### src/rtl/multicycle_control.sv
// rtl/multicycle_control.sv - main control FSM of the multicycle RV32I core
// Moore strobes decoded from the state register; retired-instruction counter on completion.
module multicycle_control #(
    parameter int COUNT_W         = 32,
    parameter bit HALT_ON_ILLEGAL = 1'b0
) (
    input  logic               clockCPU,
    input  logic               reset,
    input  logic [31:0]        iInst,
    output logic               oRegWrite,
    output logic [1:0]         oALUSrcA,
    output logic [1:0]         oALUSrcB,
    output logic [1:0]         oALUOp,
    output logic               oMemRead,
    output logic               oMemWrite,
    output logic               oMemtoReg,
    output logic               oIoD,
    output logic               oIRWrite,
    output logic               oPCWrite,
    output logic               oPCWriteCond,
    output logic               oPCSource,
    output logic               oIllegal,
    output logic [3:0]         oState,
    output logic [COUNT_W-1:0] oRetired
);

    typedef enum logic [3:0] {
        S_IDLE     = 4'd0,
        S_FETCH    = 4'd1,
        S_DECODE   = 4'd2,
        S_MEMADR   = 4'd3,
        S_MEMREAD  = 4'd4,
        S_MEMWB    = 4'd5,
        S_MEMWRITE = 4'd6,
        S_EXEC_R   = 4'd7,
        S_EXEC_I   = 4'd8,
        S_ALUWB    = 4'd9,
        S_BRANCH   = 4'd10,
        S_ILLEGAL  = 4'd11
    } state_e;

    localparam logic [6:0] OP_LOAD   = 7'b0000011;
    localparam logic [6:0] OP_STORE  = 7'b0100011;
    localparam logic [6:0] OP_RTYPE  = 7'b0110011;
    localparam logic [6:0] OP_ITYPE  = 7'b0010011;
    localparam logic [6:0] OP_BRANCH = 7'b1100011;

    state_e               state_q, state_d;
    logic [COUNT_W-1:0]   retired_q, retired_d;
    logic [6:0]           opcode;
    logic [2:0]           funct3;
    logic                 retire;
    logic                 unused_inst;

    assign opcode      = iInst[6:0];
    assign funct3      = iInst[14:12];
    assign unused_inst = &{1'b0, iInst[31:15], iInst[11:7]};

    always_ff @(posedge clockCPU or posedge reset) begin
        if (reset) begin
            state_q   <= S_IDLE;
            retired_q <= '0;
        end else begin
            state_q   <= state_d;
            retired_q <= retired_d;
        end
    end

    // Every completing state returns to FETCH, so retirement is simply "in a completing state".
    assign retire = (state_q == S_MEMWB) || (state_q == S_MEMWRITE) ||
                    (state_q == S_ALUWB) || (state_q == S_BRANCH);

    always_comb begin
        retired_d = retire ? retired_q + COUNT_W'(1) : retired_q;
    end

    always_comb begin
        state_d = S_FETCH;
        case (state_q)
            S_IDLE:     state_d = S_FETCH;
            S_FETCH:    state_d = S_DECODE;
            S_DECODE: begin
                if (opcode == OP_LOAD || opcode == OP_STORE)
                    state_d = S_MEMADR;
                else if (opcode == OP_RTYPE)
                    state_d = S_EXEC_R;
                else if (opcode == OP_ITYPE)
                    state_d = S_EXEC_I;
                else if (opcode == OP_BRANCH && funct3 == 3'b000)
                    state_d = S_BRANCH;
                else
                    state_d = S_ILLEGAL;
            end
            S_MEMADR:   state_d = opcode[5] ? S_MEMWRITE : S_MEMREAD;
            S_MEMREAD:  state_d = S_MEMWB;
            S_MEMWB:    state_d = S_FETCH;
            S_MEMWRITE: state_d = S_FETCH;
            S_EXEC_R:   state_d = S_ALUWB;
            S_EXEC_I:   state_d = S_ALUWB;
            S_ALUWB:    state_d = S_FETCH;
            S_BRANCH:   state_d = S_FETCH;
            S_ILLEGAL:  state_d = HALT_ON_ILLEGAL ? S_ILLEGAL : S_FETCH;
            default:    state_d = S_FETCH;
        endcase
    end

    always_comb begin
        oRegWrite    = 1'b0;
        oALUSrcA     = 2'b00;
        oALUSrcB     = 2'b00;
        oALUOp       = 2'b00;
        oMemRead     = 1'b0;
        oMemWrite    = 1'b0;
        oMemtoReg    = 1'b0;
        oIoD         = 1'b0;
        oIRWrite     = 1'b0;
        oPCWrite     = 1'b0;
        oPCWriteCond = 1'b0;
        oPCSource    = 1'b0;
        oIllegal     = 1'b0;
        case (state_q)
            S_FETCH: begin
                oMemRead = 1'b1;
                oIRWrite = 1'b1;
                oALUSrcB = 2'b01;
                oPCWrite = 1'b1;
            end
            S_DECODE: begin
                oALUSrcA = 2'b10;
                oALUSrcB = 2'b10;
            end
            S_MEMADR: begin
                oALUSrcA = 2'b01;
                oALUSrcB = 2'b10;
            end
            S_MEMREAD: begin
                oMemRead = 1'b1;
                oIoD     = 1'b1;
            end
            S_MEMWB: begin
                oRegWrite = 1'b1;
                oMemtoReg = 1'b1;
            end
            S_MEMWRITE: begin
                oMemWrite = 1'b1;
                oIoD      = 1'b1;
            end
            S_EXEC_R: begin
                oALUSrcA = 2'b01;
                oALUOp   = 2'b10;
            end
            S_EXEC_I: begin
                oALUSrcA = 2'b01;
                oALUSrcB = 2'b10;
                oALUOp   = 2'b11;
            end
            S_ALUWB: oRegWrite = 1'b1;
            S_BRANCH: begin
                oALUSrcA     = 2'b01;
                oALUOp       = 2'b01;
                oPCWriteCond = 1'b1;
                oPCSource    = 1'b1;
            end
            S_ILLEGAL: oIllegal = 1'b1;
            default: ;
        endcase
    end

    assign oState   = state_q;
    assign oRetired = retired_q;

endmodule

### config.mk
export PLATFORM = sky130hd
export DESIGN_NAME = multicycle_control
export DESIGN_NICKNAME = d
export VERILOG_FILES = /design/src/rtl/multicycle_control.sv
export SDC_FILE = /design/constraint.sdc
export NUM_CORES = 1
export LEC_CHECK = 0
export BUFFER_PORTS_ARGS = -buffer_cell sky130_fd_sc_hd__buf_4
export CAP_MARGIN = 40
export CORE_MARGIN = 2
export CORE_UTILIZATION = 30
export CTS_CLUSTER_SIZE = 8
export DETAILED_ROUTE_END_ITERATION = 10
export PLACE_DENSITY_LB_ADDON = 0.05
export SYNTH_ARGS = -nofsm -noshare
export SYNTH_HDL_FRONTEND = slang
export SYNTH_SLANG_ARGS = --single-unit
### constraint.sdc
create_clock -name clockCPU -period 5.36 [get_ports clockCPU]
set_clock_uncertainty 0.15 [all_clocks]
set_input_delay 0.536 -clock clockCPU [delete_from_list [all_inputs] [get_ports clockCPU]]
set_output_delay 0.536 -clock clockCPU [all_outputs]
set_load 0.05 [all_outputs]
==> impl_metrics.py <==
metrics = {
    "finish": {
        "drive_above_1_share_pct": 33.20,
        "final_cell_area_um2": 2519,
        "fill_cells": 641,
        "fin_nets": 285,
        "antenna_cells": 0,
        "syn_to_final_growth_pct": 31.65,
        "instances_no_fill": 327,
        "utilization_pct": 40.36,
    },
    "place": {
        "place.gp.congestion": 0.7124,
        "port_buffers": 63,
        "dp.cells": 320,
        "postPlaceCellArea_um2": 2441,
        "detailed_place_hpwl_um": 3155,
    },
    "clock_tree": {
        "ctsLongestPathBuffers": 2,
        "cts.reportedPaths.clkPinSlew_ns": 0.07,
        "h-tree-depth": 2,
        "cts_hold_buf": 0,
        "numCtsBuffers": 5,
        "worstSkewPairLatency_ns": 0.29,
        "ctsResizeCount": 0,
        "post_cts_buffers": 0,
        "root_buffer": "clkbuf_8",
        "cts.sinks": 36,
        "cts_tree": "done",
    },
    "sta": {
        "holdWs_ns": 0.2126,
        "finalHoldViolCount": 0,
        "tightest_slew_ns": 0.4658,
        "fmax_mhz": 423.2,
        "max_slew_margin_pct": 68.83,
        "maxSlewViolCount": 0,
        "setup_viol": 0,
        "setup_tns_ns": 0,
        "rsz0062_at_grt": "false",
        "fin_crit_ns": 2.363,
        "fin_crit_sh_pct": 44.08,
    },
    "floorplan": {
        "fp.dieH_um": 83.86,
        "initial_core_util_pct": 30.65,
        "die_area_um2": 7032,
        "rows": 29,
        "io_pins": 86,
        "die_w_um": 83.86,
        "core-area_um2": 6241,
    },
    "setup_path": {
        "cpMaxStageDelayCell": "dfrtp_1",
        "r2r_setup_slack_ns": 3.21,
        "path_class": "flip-flop to primary output",
        "start_kind": "flip-flop",
        "critPathMaxStageDelay_ns": 0.62,
        "crit_arrival_ns": 1.68,
        "worst_ep_required_time_ns": 4.67,
        "worstPathMaxFanout": 13,
        "end_kind": "primary output",
        "crit_path_cell_trace": "nand2b_1 > nor3_1 > buf_4",
    },
    "grt": {
        "grt_overflow": 0,
        "grt_pass1_wl_um": 7355,
        "grt_max_degree": 37,
        "antenna_found_initial": 0,
        "grt_pass1_vias": 1500,
        "grt.total_usage_pct": 13.08,
    },
    "detailed_routing": {
        "antenna_left": 0,
        "first_iter_violations": 26,
        "drt-pass1-iter-count": 5,
        "route.detailed.drc": 0,
        "wl_per_cell_um": 13.36,
        "totalWireLength_um": 4370,
        "dr_total_vias": 1514,
        "vias_per_cell": 4.630,
    },
    "yosys": {
        "syn-cell-area_um2": 1913,
        "synth_top_area_share_pct": 47.09,
        "synth_edf_count": 0,
        "yosys_register_bits": 36,
        "yosys-top-cells-area": "dfrtp_1, xnor2_1, xor2_1",
        "yosysSeqAreaShare_pct": 47.09,
        "ys_async_sr_fraction_pct": 100.0,
        "synthTopCellsByCount": "dfrtp_1, nor2_1, xnor2_1",
        "syn_nets": 221,
        "syn_area_per_cell_um2": 10.29,
        "synth_flop_cell": "dfrtp_1",
        "yosysWarnings": 0,
        "synthCells": 186,
        "synthDistinctLibCells": 41,
        "netlist.top_cell.by_area": "dfrtp_1",
        "synth.most_common_cell": "dfrtp_1",
    },
    "run": {
        "cap_violations": 0,
    },
    "power": {
        "p_per_area_nw_per_um2": 430.3,
        "peakVddDrop_uv": 350.3,
        "power.leakage_nw": 1.231,
    },
    "worst_hold_path": {
        "worstHoldPathType": "input pin to asynchronous set/reset pin",
    },
    "run_status": {
        "status": "complete, no violations",
    },
}
-- final timing paths --
path                                                from                       end  cells past startpoint
worst max-delay path                 oState[0]$_DFF_PP0_                  oPCWrite                      3
worst min-delay path                               reset  oRetired[31]$_DFFE_PP0P_                      3
worst max register to register       oState[2]$_DFF_PP0_  oRetired[13]$_DFFE_PP0P_                      5
worst min register to register  oRetired[31]$_DFFE_PP0P_  oRetired[31]$_DFFE_PP0P_                      1
max in group asynchronous                          reset  oRetired[17]$_DFFE_PP0P_                      3
min in group clockCPU           oRetired[31]$_DFFE_PP0P_  oRetired[31]$_DFFE_PP0P_                      1
-- flip-flops by register name, summed over array words and instances, names as in the netlist --
name      flops
oRetired     32
oState        4
-- layer usage --
layer  global-route usage (%)  part of all wire (%)  vias up
li1                         -                     -      772
met1                    16.92                    46      690
met2                    21.24                    48       47
met3                    3.759                   5.2        5
met4                    3.959                   1.3        0
met5                        0                     0        -
-- worst max-delay path, delay by kind of cell (launching register included) --
kind | cells | cell delay [ns]
flops | 1 | 0.62
simple gates | 2 | 0.53
buf+inv | 1 | 0.24
-- through the flow --
stage | power, mW | setup WS, ns
after detailed placement | 0.9146 | 3.186
after floorplan | 0.7719 | 2.069
after CTS | 1.100 | 2.957
after global placement | 0.9190 | 3.233
final | 1.084 | 2.997
after global routing | 1.151 | 2.819
-- cell families after synthesis --
| kind of cell | count (synthesis) | synth area share [%] |
|---|---|---|
| compound gates | 12 | 4.251 |
| xor+xnor | 34 | 15.96 |
| fa+ha+maj | 1 | 0.6539 |
| buf+inv | 14 | 3.924 |
| flops | 36 | 47.09 |
| mux | 1 | 0.5886 |
| simple gates | 88 | 27.53 |
-- placed cells by master, fill, tap and decap left out, types with 2 or more instances in the layout --
cell	count
a21o_1	2
nor3_1	10
inv_1	7
or3_1	2
nand3_1	13
and3_2	3
a31oi_1	2
nand3_4	3
and4_1	3
a21oi_1	2
nand4_1	4
nor4_1	2
xor2_1	15
nor2_1	18
dfrtp_1	36
and2_1	2
nand2b_1	5
and3_1	3
xnor2_1	18
clkbuf_8	5
nand2_1	11
buf_4	64
-- report_power, final --
group	switching [mW]	total, mW	internal, mW
registers	0.0686	0.369	0.300
logic	0.369	0.535	0.166
clock network	0.0918	0.180	0.0883
-- cell type report --
cell class / instances / area [µm²] / area share, %
Clock buffer: 6 / 72.57 / 2.881
Clock inverter: 1 / 5.005 / 0.1987
Inverter: 7 / 26.28 / 1.043
Multi-Input combinational cell: 136 / 937.1 / 37.21
Sequential cell: 36 / 900.9 / 35.77
Tap cell: 77 / 96.34 / 3.825
Timing Repair Buffer: 64 / 480.5 / 19.08
Note: power is estimated with default switching activity, not from simulation.
